`config.mk`:
```
export PLATFORM = sky130hd
export DESIGN_NAME = pid_sequencer_flat
export DESIGN_NICKNAME = d
export VERILOG_FILES = /design/src/rtl/pid_sequencer_if.sv /design/src/rtl/pid_sequencer.sv /design/src/flat_wrapper.sv
export SDC_FILE = /design/constraint.sdc
export NUM_CORES = 1
export LEC_CHECK = 0
export CAP_MARGIN = 20
export CORE_ASPECT_RATIO = 0.7
export CORE_MARGIN = 3
export CORE_UTILIZATION = 45
export CTS_CLUSTER_SIZE = 10
export DETAILED_ROUTE_END_ITERATION = 10
export PLACE_DENSITY = 0.71
export SETUP_SLACK_MARGIN = 0.4
export SLEW_MARGIN = 20
export SYNTH_ARGS = -nofsm -noshare
export SYNTH_HDL_FRONTEND = slang
export SYNTH_SLANG_ARGS = --single-unit
```
`constraint.sdc`:
```
create_clock -name clk -period 20.3 [get_ports clk]
set_clock_uncertainty 0.2 [all_clocks]
set_input_delay 3.045 -clock clk [delete_from_list [all_inputs] [get_ports clk]]
set_output_delay 3.045 -clock clk [all_outputs]
set_load 0.03 [all_outputs]
```
`src/rtl/pid_sequencer_if.sv`:
```
// Handshake bundle between the sample-rate controller and its surrounding registers.
// refk carries the reference sample; yk the plant output sampled at the same tick.
interface pid_if #(
  parameter int unsigned N = 18
);
  logic                clear;
  logic                sample_tick;
  logic signed [N-1:0] refk;
  logic signed [N-1:0] yk;
  logic signed [N-1:0] a0;
  logic signed [N-1:0] a1;
  logic signed [N-1:0] a2;
  logic signed [N-1:0] u_out;
  logic                u_valid;
  logic                busy;
  logic                overrun;

  modport master (
    output clear, sample_tick, refk, yk, a0, a1, a2,
    input  u_out, u_valid, busy, overrun
  );

  modport slave (
    input  clear, sample_tick, refk, yk, a0, a1, a2,
    output u_out, u_valid, busy, overrun
  );
endinterface

```
`src/rtl/pid_sequencer.sv`:
```
// Incremental PID step controller: captures the error on a sample tick, then time-shares
// one signed multiplier over three coefficient products and saturates the result.
module pid_sequencer #(
  parameter int unsigned N = 18,
  parameter int unsigned F = 9,
  parameter int unsigned G = 4
) (
  input logic  clk,
  input logic  rst_n,
  pid_if.slave bus
);

  localparam int unsigned W = N + G;
  localparam int unsigned P = 2 * N;
  localparam logic signed [N-1:0] MaxVal = {1'b0, {(N-1){1'b1}}};
  localparam logic signed [N-1:0] MinVal = {1'b1, {(N-1){1'b0}}};

  typedef enum logic [2:0] {StIdle, StMac0, StMac1, StMac2, StSat} state_e;

  state_e              state_q, state_d;
  logic signed [N-1:0] e0_q, e0_d, e1_q, e1_d, e2_q, e2_d;
  logic signed [N-1:0] c0_q, c0_d, c1_q, c1_d, c2_q, c2_d;
  logic signed [N-1:0] u_prev_q, u_prev_d;
  logic signed [N-1:0] u_out_q, u_out_d;
  logic signed [W-1:0] acc_q, acc_d;
  logic                u_valid_q, u_valid_d;
  logic                overrun_q, overrun_d;
  logic                busy_q;

  logic signed [N:0]   diff;
  logic signed [N-1:0] err_sat;
  logic signed [N-1:0] mul_a, mul_b;
  logic signed [P-1:0] prod;
  logic signed [W-1:0] term;
  logic signed [W-1:0] u_prev_x;
  logic [G:0]          acc_top;
  logic signed [N-1:0] acc_sat;

  // Error formed one bit wider so ref - yk can never wrap before clamping.
  always_comb begin
    diff = {bus.refk[N-1], bus.refk} - {bus.yk[N-1], bus.yk};
    if (diff[N] != diff[N-1]) begin
      err_sat = diff[N] ? MinVal : MaxVal;
    end else begin
      err_sat = diff[N-1:0];
    end
  end

  // Single shared multiplier; operands are steered by the MAC phase.
  always_comb begin
    mul_a = '0;
    mul_b = '0;
    unique case (state_q)
      StMac0:  begin mul_a = c0_q; mul_b = e0_q; end
      StMac1:  begin mul_a = c1_q; mul_b = e1_q; end
      StMac2:  begin mul_a = c2_q; mul_b = e2_q; end
      default: ;
    endcase
    prod     = P'(mul_a) * P'(mul_b);
    term     = W'(prod >>> F);
    u_prev_x = W'(u_prev_q);
  end

  // Guard bits plus the N-bit sign bit must agree for the value to fit in N bits.
  always_comb begin
    acc_top = acc_q[W-1:N-1];
    if ((&acc_top) || !(|acc_top)) begin
      acc_sat = acc_q[N-1:0];
    end else begin
      acc_sat = acc_q[W-1] ? MinVal : MaxVal;
    end
  end

  always_comb begin
    state_d   = state_q;
    e0_d      = e0_q;
    e1_d      = e1_q;
    e2_d      = e2_q;
    c0_d      = c0_q;
    c1_d      = c1_q;
    c2_d      = c2_q;
    u_prev_d  = u_prev_q;
    acc_d     = acc_q;
    u_out_d   = u_out_q;
    u_valid_d = 1'b0;
    overrun_d = 1'b0;

    unique case (state_q)
      StIdle: begin
        if (bus.clear) begin
          e0_d     = '0;
          e1_d     = '0;
          e2_d     = '0;
          u_prev_d = '0;
        end else if (bus.sample_tick) begin
          e2_d    = e1_q;
          e1_d    = e0_q;
          e0_d    = err_sat;
          c0_d    = bus.a0;
          c1_d    = bus.a1;
          c2_d    = bus.a2;
          state_d = StMac0;
        end
      end
      StMac0: begin
        acc_d   = u_prev_x + term;
        state_d = StMac1;
      end
      StMac1: begin
        acc_d   = acc_q + term;
        state_d = StMac2;
      end
      StMac2: begin
        acc_d   = acc_q + term;
        state_d = StSat;
      end
      StSat: begin
        u_out_d   = acc_sat;
        u_prev_d  = acc_sat;
        u_valid_d = 1'b1;
        state_d   = StIdle;
      end
      default: state_d = StIdle;
    endcase

    // Clear aborts a step in flight and wins over any tick arriving with it.
    if (state_q != StIdle) begin
      if (bus.clear) begin
        state_d   = StIdle;
        e0_d      = '0;
        e1_d      = '0;
        e2_d      = '0;
        u_prev_d  = '0;
        u_out_d   = u_out_q;
        u_valid_d = 1'b0;
      end else begin
        overrun_d = bus.sample_tick;
      end
    end
  end

  always_ff @(posedge clk or negedge rst_n) begin
    if (!rst_n) begin
      state_q   <= StIdle;
      e0_q      <= '0;
      e1_q      <= '0;
      e2_q      <= '0;
      c0_q      <= '0;
      c1_q      <= '0;
      c2_q      <= '0;
      u_prev_q  <= '0;
      acc_q     <= '0;
      u_out_q   <= '0;
      u_valid_q <= 1'b0;
      overrun_q <= 1'b0;
      busy_q    <= 1'b0;
    end else begin
      state_q   <= state_d;
      e0_q      <= e0_d;
      e1_q      <= e1_d;
      e2_q      <= e2_d;
      c0_q      <= c0_d;
      c1_q      <= c1_d;
      c2_q      <= c2_d;
      u_prev_q  <= u_prev_d;
      acc_q     <= acc_d;
      u_out_q   <= u_out_d;
      u_valid_q <= u_valid_d;
      overrun_q <= overrun_d;
      busy_q    <= (state_d != StIdle);
    end
  end

  assign bus.u_out   = u_out_q;
  assign bus.u_valid = u_valid_q;
  assign bus.busy    = busy_q;
  assign bus.overrun = overrun_q;

endmodule

```
`src/flat_wrapper.sv`:
```
// flat-port wrapper written by rule: the top's interface ports become plain ports
module pid_sequencer_flat 
#(
  parameter int unsigned N = 18,
  parameter int unsigned F = 9,
  parameter int unsigned G = 4
)
  (clk, rst_n, bus_clear, bus_sample_tick, bus_refk, bus_yk, bus_a0, bus_a1, bus_a2, bus_u_out, bus_u_valid, bus_busy, bus_overrun);
  pid_if #(.N(N)) bus_i ();
  input logic clk;
  input logic rst_n;
  input wire logic [$bits(bus_i.clear)-1:0] bus_clear;
  input wire logic [$bits(bus_i.sample_tick)-1:0] bus_sample_tick;
  input wire logic [$bits(bus_i.refk)-1:0] bus_refk;
  input wire logic [$bits(bus_i.yk)-1:0] bus_yk;
  input wire logic [$bits(bus_i.a0)-1:0] bus_a0;
  input wire logic [$bits(bus_i.a1)-1:0] bus_a1;
  input wire logic [$bits(bus_i.a2)-1:0] bus_a2;
  output wire logic [$bits(bus_i.u_out)-1:0] bus_u_out;
  output wire logic [$bits(bus_i.u_valid)-1:0] bus_u_valid;
  output wire logic [$bits(bus_i.busy)-1:0] bus_busy;
  output wire logic [$bits(bus_i.overrun)-1:0] bus_overrun;
  assign bus_i.clear = bus_clear;
  assign bus_i.sample_tick = bus_sample_tick;
  assign bus_i.refk = bus_refk;
  assign bus_i.yk = bus_yk;
  assign bus_i.a0 = bus_a0;
  assign bus_i.a1 = bus_a1;
  assign bus_i.a2 = bus_a2;
  assign bus_u_out = bus_i.u_out;
  assign bus_u_valid = bus_i.u_valid;
  assign bus_busy = bus_i.busy;
  assign bus_overrun = bus_i.overrun;
  pid_sequencer #(.N(N), .F(F), .G(G)) u_core (.clk(clk), .rst_n(rst_n), .bus(bus_i));
endmodule
```
==> results of run 1 <==
-- cell type report --
cell class                      instances  share of cell area
Multi-Input combinational cell       1670               0.628
Sequential cell                       172               0.191
Inverter                              381              0.0633
Timing Repair Buffer                  142              0.0597
Tap cell                              594              0.0329
Clock buffer                           18              0.0190
Clock inverter                         14             0.00643
Antenna cell                            1            0.000111
-- per-layer routing --
| metal | vias up | share of wire | wire length [um] |
|---|---|---|---|
| li1 | 7382 | - | - |
| met1 | 7972 | 0.44 | 25800 |
| met2 | 650 | 0.42 | 25000 |
| met3 | 100 | 0.11 | 6670 |
| met4 | 6 | 0.025 | 1480 |
| met5 | - | 0.00058 | 34 |
-- kinds of logic after synthesis --
group                    count (synthesis)  share of synthesized area
AND/OR/NAND/NOR                        808                      0.162
buffers and inverters                  470                     0.0894
adder cells (fa/ha/maj)                411                      0.360
AO/OA/AOI/OAI                          295                     0.0955
flip-flops                             172                      0.212
multiplexers                            90                     0.0502
XOR/XNOR                                66                     0.0306
-- placed cells by master, fill, tap and decap left out, types with 8 or more instances in the layout --
cell type,instances
nor3_1,26
fa_1,287
o21a_1,12
ha_1,121
clkdlybuf4s50_1,112
nand2_1,480
clkbuf_16,17
buf_4,28
nand2b_1,12
o21ai_0,68
a22oi_1,8
a211oi_1,24
a21o_1,10
mux2_2,81
xnor2_1,45
xor2_1,18
nor2b_1,11
nand3_1,16
inv_1,380
nor2_1,217
or2_2,11
dfrtp_1,170
a21oi_1,103
-- stage by stage --
| step | util | hold WS (ns) |
|---|---|---|
| 3_3_place_gp | 0.499 | 0.260 |
| 4_1_cts | 0.512 | 0.281 |
| 6_report | 0.513 | 0.280 |
| 5_1_grt | 0.513 | 0.297 |
| 3_5_place_dp | 0.499 | 0.263 |
| 2_1_floorplan | - | 0.247 |
-- power by group through the flow --
| stage | combinational [mW] | clock [mW] | sequential [mW] |
|---|---|---|---|
| 6_report | 0.585 | 0.324 | 0.470 |
| 5_1_grt | 0.639 | 0.348 | 0.478 |
| 4_1_cts | 0.578 | 0.328 | 0.469 |
| 3_5_place_dp | 0.569 | 0 | 0.474 |
| 3_3_place_gp | 0.559 | 0 | 0.474 |
| 2_1_floorplan | 0.356 | 0 | 0.474 |
-- sequential cells by signal, summed over array words and instances, names as in the netlist --
signal and flops:
u_core.acc_q 22, u_core.bus.u_out 18, u_core.c0_q 18, u_core.c1_q 18, u_core.c2_q 18, u_core.e0_q 18, u_core.e1_q 18, u_core.e2_q 18
u_core.u_prev_q 18, u_core.state_q 3, u_core.bus.busy 1, u_core.bus.overrun 1, u_core.bus.u_valid 1
-- how the worst min path moves through the flow --
| stage | from | to |
|---|---|---|
| 2_1_floorplan | u_core.u_prev_q[0]$_DFF_PN0_ | u_core.u_prev_q[0]$_DFF_PN0_ |
| 3_3_place_gp | u_core.u_prev_q[14]$_DFF_PN0_ | u_core.u_prev_q[14]$_DFF_PN0_ |
| 3_5_place_dp | u_core.bus.u_out[13]$_DFFE_PN0P_ | u_core.bus.u_out[13]$_DFFE_PN0P_ |
| 4_1_cts | u_core.u_prev_q[4]$_DFF_PN0_ | u_core.u_prev_q[4]$_DFF_PN0_ |
| 5_1_grt | u_core.bus.u_out[2]$_DFFE_PN0P_ | u_core.bus.u_out[2]$_DFFE_PN0P_ |
| 6_report | u_core.bus.u_out[2]$_DFFE_PN0P_ | u_core.bus.u_out[2]$_DFFE_PN0P_ |
-- tightest hold or removal path, delay by kind of cell, from the launching register on --
kind	cells	cell delay (ns)
DFF	1	0.34
and+or+nand+nor	2	0.11
==> reports/metrics.csv, run 1 <==
metric,value,unit
grt_overflow,0,
grt_pass1_vias,16800,
drc,0,
drt-vias-per-instance,5.38,
synth_edf_count,0,
relSlewSlack,0.226,
syn-cell-area,20300,um2
total_power,1.38,mW
start_kind,flip-flop,
track_usage,0.257,
pwr-share-clk,0.235,
ys_seq_elements,172,
clockBufferDepth,2,
fin_crit_sh,0.514,
ys_async_sr_fraction,1.00,
grt_max_degree,99,
reg2reg_from,u_core.state_q[0]$_DFF_PN0_,
dieArea,47600,um2
h-tree-depth,4,
critical_path.max_fanout,43,
grt_util_met3,0.107,
hpwl,46.9,mm
yosysSeqAreaShare,0.212,
synth_area_leaders,"fa_1 (28%), dfrtp_1 (21%), nand2_1 (8.9%)",
clock-sinks,172,
place_area,22000,um2
setup_ws,9.86,ns
crit_start,u_core.state_q[0]$_DFF_PN0_,
post-place-ws,10.03,ns
outcome,completed,
post_cts_buffers,0,
detail_route.wl_per_cell,19.7,um
layout.cells.non_filler,2992,
die_x,260,um
synth_cell_types,79,
cts_hold_buf,0,
comb_power_share,0.424,
period_needed,10.44,ns
power_density,61.1,nW/um2
yosysTopAreaCellShare,0.284,
holdCritPathClass,flip-flop to flip-flop,
synthMostInstantiatedCell,nand2_1,
dr.pass1.iters,5,
start_util,0.460,
nFillCells,4030,
ir_drop,65.1,uV
grt_pass1_wl,94.7,mm
cp-endpoint,u_core.acc_q[21]$_DFFE_PN0N_,
min_path_cells,2,
synth.net_count,2814,
gp_congestion,0.976,
crit_family,adder cells,
slowest_stage,dfrtp_2,
cts.clk_slew.worst_paths,0.07,ns
antenna_found_initial,3,
grtUsageMet1,0.358,
cp.depth,34,
yosys-top-cells-count,"nand2_1 (480), inv_1 (380), fa_1 (287)",
dr_total_vias,16100,
netlist_instances,2312,
cts_tree,done,
critPathCaptureType,flip-flop,
cp_slowest_stage_delay,0.98,ns
ant_nets,0,
final_net_count,2886,
cts-root-buf,clkbuf_16,
post_cts_resize_count,0,
r2r_slack,9.86,ns
rr_endpoint,u_core.acc_q[21]$_DFFE_PN0N_,
worstSetupPathType,flip-flop to flip-flop,
regArea,4310,um2
cpMostUsedCell,fa_1,
post-route-cell-area,22600,um2
crit_required,20.42,ns
switching_share,0.424,
die_h,184,um
cp_num_buf_inv,4,
worstPathArrival,10.56,ns
drtIter0Drc,1379,
grt_setup_unrepaired,no,
numCtsBuffers,17,
core,44000,um2
io_pins,115,
io_buffers,114,
insertion_delay,0.45,ns
final_layout_size_suffix_gt1_frac,0.0776,
worst_pin_slew,1.16,ns
r2r_cells,34,
power_switching,0.584,mW
syn_avg_cell_area,8.76,um2
ys_warn_count,0,
busiest_layer,met2,
num_rows,64,
internal_power,0.795,mW
setup_viol,0,
area_growth,11.5,%
finalHoldViolCount,0,
leakage,10.8,nW
drt_wl_total,59.0,mm
multi_input_area,14200,um2
drv_slew,0,
cap_violations,0,
setup_tns,0,ns
timing.fmax,95.8,MHz
synth_flop_cell,dfrtp_1,
grt.met2_usage,0.370,
dpl.cell_count,2959,
pwr-share-seq,0.341,
yosysTopAreaCell,fa_1,
Note: power is estimated with default switching activity, not from simulation.
==> run 2, diff against run 1 <==
==> constraint.sdc (replaced) <==
create_clock -name clk -period 10 [get_ports clk]
set_clock_uncertainty 0.2 [all_clocks]
set_input_delay 1.5 -clock clk [delete_from_list [all_inputs] [get_ports clk]]
set_output_delay 1.5 -clock clk [all_outputs]
set_load 0.03 [all_outputs]
==> reports/metrics.csv, run 2 (synthesis gave the netlist of run 1 again) <==
metric,value,unit
outcome,completed,
gp_congestion,1.08,
grt_max_degree,102,
cp.depth,33,
final_cell_mix,"nand2_1 (479), inv_1 (380), fa_1 (287)",
critical_path.max_fanout,24,
crit_required,10.13,ns
grt_pass1_wl,96.1,mm
grt_pass1_vias,16700,
cap_violations,0,
critPathCaptureType,flip-flop,
io_pins,115,
setup_ws,0.677,ns
clock-sinks,172,
diodes,0,
layout.cells.most_common,nand2_1,
insertion_delay,0.45,ns
grt_overflow,0,
detail_route.wl_per_cell,19.9,um
finalHoldViolCount,0,
drtIter0Drc,1363,
drc,0,
timing.fmax,107,MHz
dr_total_vias,16400,
drt_wl_total,60.3,mm
die_h,184,um
holdCritPathClass,flip-flop to flip-flop,
cpMostUsedCell,fa_1,
cts_tree,done,
hpwl,49.0,mm
fin_util,0.521,
post-route-cell-area,22900,um2
h-tree-depth,4,
dr.pass1.iters,6,
final_layout_size_suffix_gt1_frac,0.0927,
drv_slew,0,
fin_crit_sh,0.932,
io_buffers,114,
antenna_found_initial,3,
power_density,125,nW/um2
ant_nets,0,
clockBufferDepth,2,
min_path_cells,2,
drt-vias-per-instance,5.42,
slowest_stage,dfrtp_2,
num_rows,64,
setup_viol,0,
dieArea,47600,um2
worstPathArrival,9.46,ns
ir_drop,114,uV
cts-root-buf,clkbuf_16,
track_usage,0.263,
leakage,11.0,nW
relSlewSlack,0.280,
post-place-ws,0.397,ns
grt_setup_unrepaired,yes,
place_area,22200,um2
period_needed,9.32,ns
r2r_cells,33,
nFillCells,4062,
start_util,0.460,
setup_tns,0,ns
numCtsBuffers,17,
die_x,260,um
worst_pin_slew,1.08,ns
area_growth,13.2,%
cp_num_buf_inv,7,
worstSetupPathType,flip-flop to flip-flop,
start_kind,flip-flop,
crit_family,adder cells,
cp_slowest_stage_delay,0.74,ns
largest_register,u_core.acc_q,
cts.clk_slew.worst_paths,0.08,ns
largest_register_ffs,22,
core,44000,um2
cts_hold_buf,0,
final_net_count,2917,
[run 2: changes by cell type in the layout (fill, tap and decap cells not counted), moves of 2 or more]
| cell | change |
|---|---|
| inv_6 | -2 |
| clkinv_8 | +5 |
| or2_2 | -2 |
| nor2_2 | +2 |
| or2_4 | +2 |
| buf_12 | +2 |
| buf_4 | +29 |
| nor2_1 | -2 |
[run 2: final cells by class]
cell class	instances	area, um2	area share
clock buffer	18	429	0.0187
clock inverter	14	198	0.00862
inverter	381	1430	0.0624
multi-input combinational	1670	14200	0.620
sequential	172	4310	0.188
tap	594	743	0.0324
timing repair buffer	173	1610	0.0700
[run 2: worst paths after layout]
path	endpoint	slack (ns)	start
max in group asynchronous	u_core.bus.u_out[16]$_DFFE_PN0P_	7.14	rst_n
worst max-delay path	u_core.acc_q[21]$_DFFE_PN0N_	0.68	u_core.state_q[2]$_DFF_PN0_
worst max register to register	u_core.acc_q[21]$_DFFE_PN0N_	0.68	u_core.state_q[2]$_DFF_PN0_
worst min register to register	u_core.u_prev_q[6]$_DFF_PN0_	0.28	u_core.u_prev_q[6]$_DFF_PN0_
worst min-delay path	u_core.u_prev_q[6]$_DFF_PN0_	0.28	u_core.u_prev_q[6]$_DFF_PN0_
min in group asynchronous	u_core.c0_q[14]$_DFFE_PN0P_	0.95	rst_n
[run 2: routing by layer]
layer,vias to the layer above,share of wire,GRT usage
met5,-,0.0022,0.0149
met4,8,0.021,0.0576
met3,83,0.11,0.0975
met2,720,0.42,0.379
met1,8135,0.45,0.376
li1,7428,-,-
[run 2: where the power goes]
| group | switching [mW] | internal (mW) |
|---|---|---|
| Sequential | 0.113 | 0.836 |
| Clock | 0.338 | 0.363 |
| Combinational | 0.759 | 0.461 |
[run 2: repair_timing]
item | CTS | global route
setup endpoints to repair | 1 | 9
setup buffers | 0 | 9
resized for setup | 1 | 12
pin swaps | 0 | 2
[run 2: worst register-to-register path: cells and delay by family (launching register included)]
family	cells	cell delay, ns
buffers and inverters	7	1.05
flip-flops	1	0.74
AO/OA/AOI/OAI	11	2.59
XOR/XNOR	3	0.57
adder cells (fa/ha/maj)	8	3.60
AND/OR/NAND/NOR	4	0.48
[run 2: stage by stage]
| stage | power [mW] | instances | hold WS, ns |
|---|---|---|---|
| finish | 2.87 | 3022 | 0.284 |
| CTS | 2.85 | 3013 | 0.290 |
| floorplan | 1.68 | 2312 | 0.247 |
| detailed placement | 2.14 | 2981 | 0.264 |
| global route | 3.04 | 3022 | 0.299 |
| global placement | 2.12 | 2981 | 0.260 |
==> run 3, diff against run 2 <==
--- a/config.mk
+++ b/config.mk
@@ -6,12 +6,14 @@
 export NUM_CORES = 1
 export LEC_CHECK = 0
 export CAP_MARGIN = 20
+export CELL_PAD_IN_SITES_DETAIL_PLACEMENT = 0
+export CELL_PAD_IN_SITES_GLOBAL_PLACEMENT = 1
 export CORE_ASPECT_RATIO = 0.7
 export CORE_MARGIN = 3
 export CORE_UTILIZATION = 45
 export CTS_CLUSTER_SIZE = 10
 export DETAILED_ROUTE_END_ITERATION = 10
-export PLACE_DENSITY = 0.71
+export PLACE_DENSITY = 0.86
 export SETUP_SLACK_MARGIN = 0.4
 export SLEW_MARGIN = 20
 export SYNTH_ARGS = -nofsm -noshare
==> reports/metrics.csv, run 3 (synthesis gave the netlist of run 1 again) <==
metric,value,unit
period_needed,9.11,ns
critPathCaptureType,flip-flop,
detail_route.wl_per_cell,20.6,um
die_x,260,um
final_cell_mix,"nand2_1 (479), inv_1 (380), fa_1 (287)",
worst_pin_slew,1.06,ns
cp_slowest_stage_delay,0.54,ns
grt_setup_unrepaired,no,
pwr-share-seq,0.326,
grt_max_degree,95,
setup_viol,0,
area_growth,13.4,%
switching_share,0.421,
critical_path.max_fanout,15,
io_pins,115,
outcome,completed,
drc,0,
pwr-share-clk,0.244,
start_util,0.460,
dr_total_vias,16200,
dieArea,47600,um2
r2r_slack,0.89,ns
ant_nets,0,
grt_util_met3,0.0973,
grt_pass1_wl,97.7,mm
gp_congestion,1.00,
numCtsBuffers,17,
final_layout_size_suffix_gt1_frac,0.0963,
clockBufferDepth,2,
antenna_found_initial,0,
post-place-ws,0.339,ns
die_h,184,um
relSlewSlack,0.291,
start_kind,flip-flop,
internal_power,1.67,mW
largest_register,u_core.acc_q,
dr.pass1.iters,6,
grt.met2_usage,0.390,
busiest_layer,met1,
drt-vias-per-instance,5.36,
slowest_stage,fa_1,
holdCritPathClass,flip-flop to flip-flop,
hpwl,50.5,mm
num_rows,64,
core,44000,um2
track_usage,0.270,
grt_pass1_vias,16700,
io_buffers,114,
insertion_delay,0.45,ns
crit_required,10.12,ns
diodes,0,
leakage,11.0,nW
cpMostUsedCell,fa_1,
drt_wl_total,62.3,mm
hold_slack,0.279,ns
fin_crit_sh,0.911,
largest_register_ffs,22,
drtIter0Drc,1282,
timing.fmax,110,MHz
grtUsageMet1,0.394,
cap_violations,0,
worstSetupPathType,flip-flop to flip-flop,
cts.clk_slew.worst_paths,0.08,ns
power_switching,1.22,mW
cts-root-buf,clkbuf_16,
setup_tns,0,ns
comb_power_share,0.430,
drv_slew,0,
finalHoldViolCount,0,
setup_ws,0.887,ns
final_net_count,2920,
ir_drop,116,uV
h-tree-depth,4,
cts_tree,done,
layout.cells.most_common,nand2_1,
clock-sinks,172,
grt_overflow,0,
worstPathArrival,9.23,ns
fin_util,0.522,
power_density,126,nW/um2
[run 3: cell types whose count changed in the layout (fill, tap and decap cells not counted), moves of 2 or more]
cell,previous run,this run
a22oi_1,8,3
inv_8,4,6
a22oi_2,0,5
or2_2,9,11
buf_4,57,59
clkinv_8,6,3
buf_12,2,0
or2_4,2,0
buf_6,1,4
[run 3: final cells by class]
type	count	area [um2]
clock inverters	14	188
flip-flops and latches	172	4310
well taps	594	743
multi-input cells	1670	14300
inverters	381	1430
clock buffers	18	439
repair buffers	176	1610
fillers	4118	21100
[run 3: metrics by stage]
stage | power [mW] | area [um2] | cells
6_report | 2.89 | 23000 | 3025
5_1_grt | 3.06 | 23000 | 3025
4_1_cts | 2.89 | 22900 | 3023
3_5_place_dp | 2.16 | 22200 | 2991
3_3_place_gp | 2.14 | 22200 | 2991
2_1_floorplan | 1.68 | 20300 | 2312
[run 3: routing by layer]
layer	vias up	share of wire
li1	7440	-
met1	8091	0.46
met2	618	0.42
met3	67	0.10
met4	2	0.014
met5	-	0.0011
[run 3: power groups by stage]
stage | clock, mW | sequential (mW) | combinational, mW
after global routing | 0.749 | 0.962 | 1.35
final | 0.706 | 0.943 | 1.24
after CTS | 0.722 | 0.942 | 1.22
after global placement | 0 | 0.951 | 1.19
after detailed placement | 0 | 0.953 | 1.21
after floorplan | 0 | 0.961 | 0.723
[run 3: critical path, delay by kind of cell, from the launching register on]
kind	cells	cell delay [ns]
adder cells (fa/ha/maj)	8	3.58
buffers and inverters	8	1.10
XOR/XNOR	3	0.45
AND/OR/NAND/NOR	6	1.18
AO/OA/AOI/OAI	9	1.99
flip-flops	1	0.48
[run 3: repair_timing]
item,4_1_cts,5_1_grt
setup endpoints to repair,1,6
resized for setup,1,18
hold buffers,0,0
setup buffers,0,2
[run 3: path summary, 6_finish.rpt]
check                                                 from                                to  cells past startpoint
min                        u_core.bus.u_out[0]$_DFFE_PN0P_   u_core.bus.u_out[0]$_DFFE_PN0P_                      2
max in group asynchronous                            rst_n  u_core.bus.u_out[11]$_DFFE_PN0P_                      2
min in group asynchronous                            rst_n       u_core.c2_q[10]$_DFFE_PN0P_                      1
min reg2reg                u_core.bus.u_out[0]$_DFFE_PN0P_   u_core.bus.u_out[0]$_DFFE_PN0P_                      2
max                            u_core.state_q[0]$_DFF_PN0_      u_core.acc_q[21]$_DFFE_PN0N_                     34
max reg2reg                    u_core.state_q[0]$_DFF_PN0_      u_core.acc_q[21]$_DFFE_PN0N_                     34
